## src/rtl/multicycle_control_if.sv

```systemverilog
`default_nettype none
// ============================================================================
// Module      : multicycle_control_if
// Description : Datapath-facing bundle of the multicycle MIPS main control FSM:
//               opcode/status/memory-ready inputs and the control, status and
//               debug outputs. master = controller side, slave = datapath side.
// Revision    : 1.0  initial release
// ============================================================================
interface multicycle_control_if #(
  parameter int CNT_W = 32
);
  // Datapath / memory status into the controller
  logic [5:0]       opcode;
  logic             zero;
  logic             mem_ready;

  // Datapath control out of the controller
  logic             pc_en;
  logic             iord;
  logic             mem_read;
  logic             mem_write;
  logic             ir_write;
  logic             reg_dst;
  logic             mem_to_reg;
  logic             reg_write;
  logic             alu_src_a;
  logic [1:0]       alu_src_b;
  logic [1:0]       alu_op;
  logic [1:0]       pc_src;

  // Status and debug
  logic             bus_err;
  logic             instr_done;
  logic [CNT_W-1:0] instr_count;
  logic [3:0]       state;

  modport master (
    input  opcode, zero, mem_ready,
    output pc_en, iord, mem_read, mem_write, ir_write, reg_dst, mem_to_reg,
           reg_write, alu_src_a, alu_src_b, alu_op, pc_src,
           bus_err, instr_done, instr_count, state
  );

  modport slave (
    output opcode, zero, mem_ready,
    input  pc_en, iord, mem_read, mem_write, ir_write, reg_dst, mem_to_reg,
           reg_write, alu_src_a, alu_src_b, alu_op, pc_src,
           bus_err, instr_done, instr_count, state
  );
endinterface
`default_nettype wire

```

## src/rtl/multicycle_control.sv

```systemverilog
`default_nettype none
// ============================================================================
// Module      : multicycle_control
// Description : Multicycle MIPS main control FSM. Sequences FETCH / DECODE /
//               EXEC / MEM / WB over a shared ALU and unified memory, with a
//               ready handshake and optional timeout on every memory request,
//               and counts retired instructions.
//               Build option ILLEGAL_TRAP_EN: unknown opcodes park the FSM in
//               TRAP (state 12) until reset; otherwise they are dropped as NOPs.
// Revision    : 1.0  initial release
// ============================================================================
module multicycle_control #(
  parameter int TIMEOUT = 16,  // memory wait cycles before bus_err; 0 = never
  parameter int TO_W    = 5,   // wait counter width, must hold TIMEOUT
  parameter int CNT_W   = 32   // retired-instruction counter width
) (
  input  wire logic            clk,
  input  wire logic            reset,
  multicycle_control_if.master bus
);

  typedef enum logic [3:0] {
    ST_FETCH  = 4'd0,
    ST_DECODE = 4'd1,
    ST_MEMADR = 4'd2,
    ST_MEMRD  = 4'd3,
    ST_MEMWB  = 4'd4,
    ST_MEMWR  = 4'd5,
    ST_RTEX   = 4'd6,
    ST_RTWB   = 4'd7,
    ST_BRANCH = 4'd8,
    ST_JUMP   = 4'd9,
    ST_IMMEX  = 4'd10,
    ST_IMMWB  = 4'd11,
    ST_TRAP   = 4'd12
  } stateT;

  localparam logic [5:0] c_opR    = 6'b000000;
  localparam logic [5:0] c_opBeq  = 6'b000100;
  localparam logic [5:0] c_opBne  = 6'b000101;
  localparam logic [5:0] c_opLw   = 6'b100011;
  localparam logic [5:0] c_opSw   = 6'b101011;
  localparam logic [5:0] c_opJ    = 6'b000010;
  localparam logic [5:0] c_opAddi = 6'b001000;
  localparam logic [5:0] c_opOri  = 6'b001101;
  localparam logic [5:0] c_opLui  = 6'b001111;

  // Last wait count before a held request is abandoned
  localparam logic [TO_W-1:0] c_toLast = TO_W'((TIMEOUT > 0) ? TIMEOUT - 1 : 0);

  stateT            r_state;
  stateT            w_nextState;
  logic [TO_W-1:0]  r_waitCnt;
  logic [CNT_W-1:0] r_instrCount;

  logic       w_memReq;
  logic       w_timeout;
  logic       w_waitInc;
  logic       w_retire;
  logic       w_pcEn;
  logic       w_iord;
  logic       w_memRead;
  logic       w_memWrite;
  logic       w_irWrite;
  logic       w_regDst;
  logic       w_memToReg;
  logic       w_regWrite;
  logic       w_aluSrcA;
  logic [1:0] w_aluSrcB;
  logic [1:0] w_aluOp;
  logic [1:0] w_pcSrc;
  logic       w_busErr;

  // Memory request tracking: a request that sits unanswered for TIMEOUT cycles times out
  always_comb begin
    w_memReq  = (r_state == ST_FETCH) || (r_state == ST_MEMRD) || (r_state == ST_MEMWR);
    w_timeout = 1'b0;
    w_waitInc = 1'b0;
    if (TIMEOUT != 0) begin
      w_timeout = w_memReq && !bus.mem_ready && (r_waitCnt == c_toLast);
      w_waitInc = w_memReq && !bus.mem_ready && !w_timeout;
    end
  end

  // State register, wait counter and retired-instruction counter
  always_ff @(posedge clk) begin
    if (reset) begin
      r_state      <= ST_FETCH;
      r_waitCnt    <= '0;
      r_instrCount <= '0;
    end else begin
      r_state   <= w_nextState;
      // Any cycle that is not a still-pending request restarts the wait window,
      // so a timed-out FETCH retries with a full window.
      r_waitCnt <= w_waitInc ? r_waitCnt + TO_W'(1) : '0;
      if (w_retire) begin
        r_instrCount <= r_instrCount + CNT_W'(1);
      end
    end
  end

  // Next-state and control decode; mem_ready wins over a coincident timeout
  always_comb begin
    w_nextState = r_state;
    w_retire    = 1'b0;
    w_pcEn      = 1'b0;
    w_iord      = 1'b0;
    w_memRead   = 1'b0;
    w_memWrite  = 1'b0;
    w_irWrite   = 1'b0;
    w_regDst    = 1'b0;
    w_memToReg  = 1'b0;
    w_regWrite  = 1'b0;
    w_aluSrcA   = 1'b0;
    w_aluSrcB   = 2'b00;
    w_aluOp     = 2'b00;
    w_pcSrc     = 2'b00;
    w_busErr    = 1'b0;
    case (r_state)
      ST_FETCH: begin
        w_memRead = 1'b1;
        w_aluSrcB = 2'b01;
        w_aluOp   = 2'b10;
        if (bus.mem_ready) begin
          w_pcEn      = 1'b1;
          w_irWrite   = 1'b1;
          w_nextState = ST_DECODE;
        end else if (w_timeout) begin
          w_busErr    = 1'b1;
          w_nextState = ST_FETCH;
        end
      end
      ST_DECODE: begin
        w_aluSrcB = 2'b11;
        w_aluOp   = 2'b10;
        case (bus.opcode)
          c_opLw, c_opSw:              w_nextState = ST_MEMADR;
          c_opR:                       w_nextState = ST_RTEX;
          c_opBeq, c_opBne:            w_nextState = ST_BRANCH;
          c_opJ:                       w_nextState = ST_JUMP;
          c_opAddi, c_opOri, c_opLui:  w_nextState = ST_IMMEX;
`ifdef ILLEGAL_TRAP_EN
          default:                     w_nextState = ST_TRAP;
`else
          default:                     w_nextState = ST_FETCH;
`endif
        endcase
      end
      ST_MEMADR: begin
        w_aluSrcA   = 1'b1;
        w_aluSrcB   = 2'b10;
        w_aluOp     = 2'b10;
        w_nextState = (bus.opcode == c_opSw) ? ST_MEMWR : ST_MEMRD;
      end
      ST_MEMRD: begin
        w_memRead = 1'b1;
        w_iord    = 1'b1;
        if (bus.mem_ready) begin
          w_nextState = ST_MEMWB;
        end else if (w_timeout) begin
          w_busErr    = 1'b1;
          w_nextState = ST_FETCH;
        end
      end
      ST_MEMWB: begin
        w_regWrite  = 1'b1;
        w_memToReg  = 1'b1;
        w_retire    = 1'b1;
        w_nextState = ST_FETCH;
      end
      ST_MEMWR: begin
        w_memWrite = 1'b1;
        w_iord     = 1'b1;
        if (bus.mem_ready) begin
          w_retire    = 1'b1;
          w_nextState = ST_FETCH;
        end else if (w_timeout) begin
          w_busErr    = 1'b1;
          w_nextState = ST_FETCH;
        end
      end
      ST_RTEX: begin
        w_aluSrcA   = 1'b1;
        w_nextState = ST_RTWB;
      end
      ST_RTWB: begin
        w_regWrite  = 1'b1;
        w_regDst    = 1'b1;
        w_retire    = 1'b1;
        w_nextState = ST_FETCH;
      end
      ST_IMMEX: begin
        w_aluSrcA   = 1'b1;
        w_aluSrcB   = 2'b10;
        w_aluOp     = 2'b11;
        w_nextState = ST_IMMWB;
      end
      ST_IMMWB: begin
        w_regWrite  = 1'b1;
        w_retire    = 1'b1;
        w_nextState = ST_FETCH;
      end
      ST_BRANCH: begin
        w_aluSrcA   = 1'b1;
        w_aluOp     = 2'b01;
        w_pcSrc     = 2'b01;
        w_pcEn      = (bus.opcode == c_opBne) ? ~bus.zero : bus.zero;
        w_retire    = 1'b1;
        w_nextState = ST_FETCH;
      end
      ST_JUMP: begin
        w_pcSrc     = 2'b10;
        w_pcEn      = 1'b1;
        w_retire    = 1'b1;
        w_nextState = ST_FETCH;
      end
`ifdef ILLEGAL_TRAP_EN
      ST_TRAP: begin
        w_nextState = ST_TRAP;
      end
`endif
      default: begin
        w_nextState = ST_FETCH;
      end
    endcase
  end

  // Every output is forced low while reset is held so an aborted access issues nothing
  assign bus.pc_en       = w_pcEn     & ~reset;
  assign bus.iord        = w_iord     & ~reset;
  assign bus.mem_read    = w_memRead  & ~reset;
  assign bus.mem_write   = w_memWrite & ~reset;
  assign bus.ir_write    = w_irWrite  & ~reset;
  assign bus.reg_dst     = w_regDst   & ~reset;
  assign bus.mem_to_reg  = w_memToReg & ~reset;
  assign bus.reg_write   = w_regWrite & ~reset;
  assign bus.alu_src_a   = w_aluSrcA  & ~reset;
  assign bus.alu_src_b   = reset ? 2'b00 : w_aluSrcB;
  assign bus.alu_op      = reset ? 2'b00 : w_aluOp;
  assign bus.pc_src      = reset ? 2'b00 : w_pcSrc;
  assign bus.bus_err     = w_busErr   & ~reset;
  assign bus.instr_done  = w_retire   & ~reset;
  assign bus.instr_count = reset ? '0 : r_instrCount;
  assign bus.state       = reset ? 4'd0 : r_state;

endmodule
`default_nettype wire
```

## src/flat_wrapper.sv

```systemverilog
// flat-port wrapper written by rule: the top's interface ports become plain ports
module multicycle_control_flat 
#(
  parameter int TIMEOUT = 16,                                                 
  parameter int TO_W    = 5,                                           
  parameter int CNT_W   = 32                                       
)
  (clk, reset, bus_opcode, bus_zero, bus_mem_ready, bus_pc_en, bus_iord, bus_mem_read, bus_mem_write, bus_ir_write, bus_reg_dst, bus_mem_to_reg, bus_reg_write, bus_alu_src_a, bus_alu_src_b, bus_alu_op, bus_pc_src, bus_bus_err, bus_instr_done, bus_instr_count, bus_state);
  multicycle_control_if #(.CNT_W(CNT_W)) bus_i ();
  input  wire logic clk;
  input  wire logic reset;
  input wire logic [$bits(bus_i.opcode)-1:0] bus_opcode;
  input wire logic [$bits(bus_i.zero)-1:0] bus_zero;
  input wire logic [$bits(bus_i.mem_ready)-1:0] bus_mem_ready;
  output wire logic [$bits(bus_i.pc_en)-1:0] bus_pc_en;
  output wire logic [$bits(bus_i.iord)-1:0] bus_iord;
  output wire logic [$bits(bus_i.mem_read)-1:0] bus_mem_read;
  output wire logic [$bits(bus_i.mem_write)-1:0] bus_mem_write;
  output wire logic [$bits(bus_i.ir_write)-1:0] bus_ir_write;
  output wire logic [$bits(bus_i.reg_dst)-1:0] bus_reg_dst;
  output wire logic [$bits(bus_i.mem_to_reg)-1:0] bus_mem_to_reg;
  output wire logic [$bits(bus_i.reg_write)-1:0] bus_reg_write;
  output wire logic [$bits(bus_i.alu_src_a)-1:0] bus_alu_src_a;
  output wire logic [$bits(bus_i.alu_src_b)-1:0] bus_alu_src_b;
  output wire logic [$bits(bus_i.alu_op)-1:0] bus_alu_op;
  output wire logic [$bits(bus_i.pc_src)-1:0] bus_pc_src;
  output wire logic [$bits(bus_i.bus_err)-1:0] bus_bus_err;
  output wire logic [$bits(bus_i.instr_done)-1:0] bus_instr_done;
  output wire logic [$bits(bus_i.instr_count)-1:0] bus_instr_count;
  output wire logic [$bits(bus_i.state)-1:0] bus_state;
  assign bus_i.opcode = bus_opcode;
  assign bus_i.zero = bus_zero;
  assign bus_i.mem_ready = bus_mem_ready;
  assign bus_pc_en = bus_i.pc_en;
  assign bus_iord = bus_i.iord;
  assign bus_mem_read = bus_i.mem_read;
  assign bus_mem_write = bus_i.mem_write;
  assign bus_ir_write = bus_i.ir_write;
  assign bus_reg_dst = bus_i.reg_dst;
  assign bus_mem_to_reg = bus_i.mem_to_reg;
  assign bus_reg_write = bus_i.reg_write;
  assign bus_alu_src_a = bus_i.alu_src_a;
  assign bus_alu_src_b = bus_i.alu_src_b;
  assign bus_alu_op = bus_i.alu_op;
  assign bus_pc_src = bus_i.pc_src;
  assign bus_bus_err = bus_i.bus_err;
  assign bus_instr_done = bus_i.instr_done;
  assign bus_instr_count = bus_i.instr_count;
  assign bus_state = bus_i.state;
  multicycle_control #(.TIMEOUT(TIMEOUT), .TO_W(TO_W), .CNT_W(CNT_W)) u_core (.clk(clk), .reset(reset), .bus(bus_i));
endmodule
```

## config.mk

```make
export PLATFORM = sky130hd
export DESIGN_NAME = multicycle_control_flat
export DESIGN_NICKNAME = d
export VERILOG_FILES = /design/src/rtl/multicycle_control_if.sv /design/src/rtl/multicycle_control.sv /design/src/flat_wrapper.sv
export SDC_FILE = /design/constraint.sdc
export NUM_CORES = 1
export LEC_CHECK = 0
export ABC_AREA = 1
export BUFFER_PORTS_ARGS = -buffer_cell sky130_fd_sc_hd__buf_2
export CAP_MARGIN = 25
export CORE_MARGIN = 1
export CORE_UTILIZATION = 45
export DETAILED_ROUTE_END_ITERATION = 12
export PLACE_DENSITY = 0.71
export SKIP_LAST_GASP = 1
export SLEW_MARGIN = 0
export SYNTH_ARGS = -nofsm -noshare
export SYNTH_HDL_FRONTEND = slang
export SYNTH_SLANG_ARGS = --single-unit
```

## constraint.sdc

```tcl
create_clock -name clk -period 1.4 [get_ports clk]
set_input_delay 0.28 -clock clk [delete_from_list [all_inputs] [get_ports clk]]
set_output_delay 0.28 -clock clk [all_outputs]
set_load 0.03 [all_outputs]
```

==> results.txt <==
The die height is 81.5 um. The portion of the post-synthesis area used by sequential elements is 28.9%. The via total after detailed routing is 4214. The number of storage elements in the synthesis netlist came out at 41.

The floorplan has 28 rows. During synthesis, Yosys emitted a total of 0 warnings. The global-route wire length before repair came out at 15700 um. The startpoint-to-endpoint class of the critical path is reg2out. The largest net degree at the start of global routing came out at 24. The worst setup slack after layout came out at -0.545 ns.

The post-synthesis cell type count is 28. The number of clock buffers added by TritonCTS is 5. The total track usage came out at 31.0%. sky130_fd_sc_hd__nand2_1 is the most common cell in the netlist. Clock tree synthesis selected as its root buffer the cell sky130_fd_sc_hd__clkbuf_8. The via count of the first global-routing pass came out at 3558.

The top-level port count came out at 63. In this run the remaining antenna-violating nets after routing total 0. The H-tree generated during clock tree synthesis spans 2 levels. The number of max-cap violations is 0.

In this run, post-CTS hold repair placed 0 buffers. In the post-synthesis netlist, the biggest area contributors are sky130_fd_sc_hd__dfxtp_1 (29%), sky130_fd_sc_hd__nand2_1 (19%), sky130_fd_sc_hd__nor2_1 (18%), sky130_fd_sc_hd__inv_1 (9.4%), sky130_fd_sc_hd__nand3_1 (6.5%). At the pin with the least slew margin, the transition time is 0.410 ns. In the routed layout, each cell is associated on average with a via count of between 5 and 6.

Along the worst path, the maximum fanout reaches 4. The number of enable flip-flop cells after synthesis is 0. Synthesis produced 515 cells.

The total die area came out at between 6000 and 7000 sq um. After detailed routing, the average wire length per cell comes to 16.7 um. STA puts the critical path data arrival time at approximately 1.7 ns. The final net count came out at 693.

The worst clock skew came out at 0.00609 ns. The number of detailed-routing iterations run before antenna repair came out at 5. The area share of the largest cell type after synthesis came out at 28.9%.

Of all flip-flops after synthesis, the portion carrying an async set or reset was 0%. The normalized max-slew margin came out at just over 70%. The final period utilization came out at 139%. For this block, the routed nets add up to 12600 um of wire. The DRC violation count after routing is 0. The maximum clock rate came out at 514 MHz. By count the netlist is led by sky130_fd_sc_hd__nand2_1 (141), sky130_fd_sc_hd__nor2_1 (136), sky130_fd_sc_hd__inv_1 (71), sky130_fd_sc_hd__dfxtp_1 (41), sky130_fd_sc_hd__nand3_1 (37). Setup repair after global routing could not meet its margin everywhere.

The area growth from synthesis to layout is 79.5%. Counting every sink on the clock net gives 41. The share of post-route cells with drive strength above 1 is 47.9%. The count of fill cells added during filler insertion came out at 344. Clock-pin slew was measured on the worst setup and hold paths at 0.09 ns. The worst path required time is 1.12 ns.

The number of antenna diodes in the final layout is 0. For this design the ratio of total power to cell area is 603 nW/um^2. TritonCTS built the clock tree. The worst setup path is launched from a flip-flop. The post-synthesis net count came out at approximately 530. The post-synthesis instance area is approximately 2800 sq um. The overall power came out at roughly 3100 uW. The number of antenna violations at the first check in global routing is 0.

The path class of the tightest hold or removal check is in2reg. The smallest hold slack is 0.428 ns. The number of hold violations in the final report was 0.

At the end of routability-driven placement, the weighted congestion stood at roughly 0.9. The width of the die is 81.5 um. Summed over all nets, the half-perimeter wirelength after detailed placement is around 6500 um. The most used flip-flop cell after synthesis is sky130_fd_sc_hd__dfxtp_1. The number of violations reported at the end of detailed-routing iteration 0 came out at between 300 and 400. The total global routing overflow came out at 0. The category of the worst setup path capture point is a primary output.

The clock tree buffer depth came out at 2. The static leakage is 0.00227 uW. The dominant cell type by area after synthesis is sky130_fd_sc_hd__dfxtp_1. The max-slew violation count is 0. Across the VDD grid, the largest voltage drop is roughly 0.92 mV. The run finished, with violations left. Setup violations remaining at the end of the flow were counted as 63. The per-instance average area after synthesis is 5.52 sq um. The starting density of the core is 47.5%. The checks that failed: negative setup slack. The source-to-sink clock delay at the later pin of the worst-skew pair came out at 0.31 ns.

The number of input and output port buffers inserted came out at 62. The shortest clock period the worst path allows after layout came out at slightly below 2 ns. The area of the core region is between 5000 and 6000 sq um.
## metrics by stage
| step | instance area [sq um] | setup slack (ns) | instances | setup TNS [ns] | util, % |
|---|---|---|---|---|---|
| 3_5_place_dp | 3940 | -0.235 | 722 | -5.05 | 65.7 |
| 3_3_place_gp | 3940 | -0.176 | 722 | -3.44 | 65.7 |
| 5_1_grt | 5100 | -0.592 | 756 | -16.67 | 85.2 |
| 6_report | 5100 | -0.545 | 756 | -14.23 | 85.2 |
| 2_1_floorplan | 2940 | -0.101 | 515 | -0.343 | - |
| 4_1_cts | 4570 | -0.335 | 746 | -7.97 | 76.3 |
## worst max-delay path: stages, from the launching register on
cell                      delay (ns)
sky130_fd_sc_hd__dfxtp_4        0.41
sky130_fd_sc_hd__inv_8          0.11
sky130_fd_sc_hd__nand2_8        0.08
sky130_fd_sc_hd__inv_6          0.07
sky130_fd_sc_hd__nand3_1        0.24
sky130_fd_sc_hd__a31oi_4        0.28
sky130_fd_sc_hd__buf_6          0.16
## cell type report
type / instances / area, sq um / share of cell area [%]
repair buffers: 172 / 1470 / 28.9
flip-flops and latches: 41 / 878 / 17.2
clock inverters: 1 / 30.0 / 0.589
multi-input cells: 384 / 2220 / 43.6
clock buffers: 7 / 86.3 / 1.69
inverters: 76 / 318 / 6.23
well taps: 75 / 93.8 / 1.84
## state kept, by name, summed over array words and instances (netlist names)
register             cells
u_core.r_state           4
u_core.r_instrCount     32
u_core.r_waitCnt         5
## per-layer routing
layer	track usage [%]	up-vias	routed length [um]
li1	-	1924	-
met1	35.7	1945	4520
met2	54.3	265	6260
met3	5.89	80	1010
met4	15.7	0	817
met5	0	-	0
## worst paths after layout
path | start | to | slack [ns] | cells past startpoint
setup reg to reg | u_core.r_state[2]$_SDFF_PP0_ | u_core.r_instrCount[29]$_SDFFE_PP0P_ | -0.44 | 12
hold reg to reg | u_core.r_instrCount[30]$_SDFFE_PP0P_ | u_core.r_instrCount[30]$_SDFFE_PP0P_ | 0.50 | 2
setup / recovery | u_core.r_state[3]$_SDFF_PP0_ | bus_pc_en | -0.55 | 6
hold / removal | reset | u_core.r_instrCount[24]$_SDFFE_PP0P_ | 0.43 | 3
## layout by cell type (no fill, tap or decap), types with 2 or more instances in the layout
cell type                  netlist  final
sky130_fd_sc_hd__dfxtp_2         0     19
sky130_fd_sc_hd__nand2_8         0      3
sky130_fd_sc_hd__nand2_1       141    116
sky130_fd_sc_hd__nand2_4         0      6
sky130_fd_sc_hd__nor2_4          2     29
sky130_fd_sc_hd__and3_1          2      2
sky130_fd_sc_hd__o21ai_0         9      5
sky130_fd_sc_hd__inv_6           0      2
sky130_fd_sc_hd__o21ai_1         0      2
sky130_fd_sc_hd__nor3_4          0      5
sky130_fd_sc_hd__ha_4            0      2
sky130_fd_sc_hd__clkbuf_8        0      6
sky130_fd_sc_hd__nand3_1        37     32
sky130_fd_sc_hd__nand3_2         0      4
sky130_fd_sc_hd__dfxtp_4         0      9
sky130_fd_sc_hd__inv_4           0      3
sky130_fd_sc_hd__inv_1          71     59
sky130_fd_sc_hd__nor2_1        136     91
sky130_fd_sc_hd__inv_2           5     10
sky130_fd_sc_hd__o21ai_2         0      2
sky130_fd_sc_hd__inv_8           0      2
sky130_fd_sc_hd__buf_6           2     50
sky130_fd_sc_hd__nand2_2         2     18
sky130_fd_sc_hd__a21oi_1        20     14
sky130_fd_sc_hd__buf_2           1     24
sky130_fd_sc_hd__nor3_1          8      3
sky130_fd_sc_hd__nor2_2          3     21
sky130_fd_sc_hd__dfxtp_1        41     13
sky130_fd_sc_hd__xor2_1          3      3
sky130_fd_sc_hd__nand4_1         9      9
sky130_fd_sc_hd__buf_12          0      3
sky130_fd_sc_hd__buf_4           2     92
sky130_fd_sc_hd__clkbuf_4        0      2
sky130_fd_sc_hd__a21oi_2         0      5
## report_power, final
part / internal (uW) / switching [uW]
Combinational: 356 / 468
Clock: 583 / 468
Sequential: 1170 / 29.6
## kinds of logic (layout without fill, tap and decap cells)
family	after synthesis	in the layout	synth area share [%]
simple gates	345	345	50.0
buf+inv	90	256	12.7
flops	41	41	28.9
compound gates	33	33	6.12
fa+ha+maj	3	3	1.32
xor+xnor	3	3	0.924
## what timing repair did
action                                  in CTS  in global routing
setup buffers                               17                 17
gates resized for setup                    132                156
endpoints found under the setup margin      65                 82
gates cloned                                 1                  1
hold endpoints to repair                     0                  0
pin swaps                                   31                 34
Note: power is estimated with default switching activity, not from simulation.
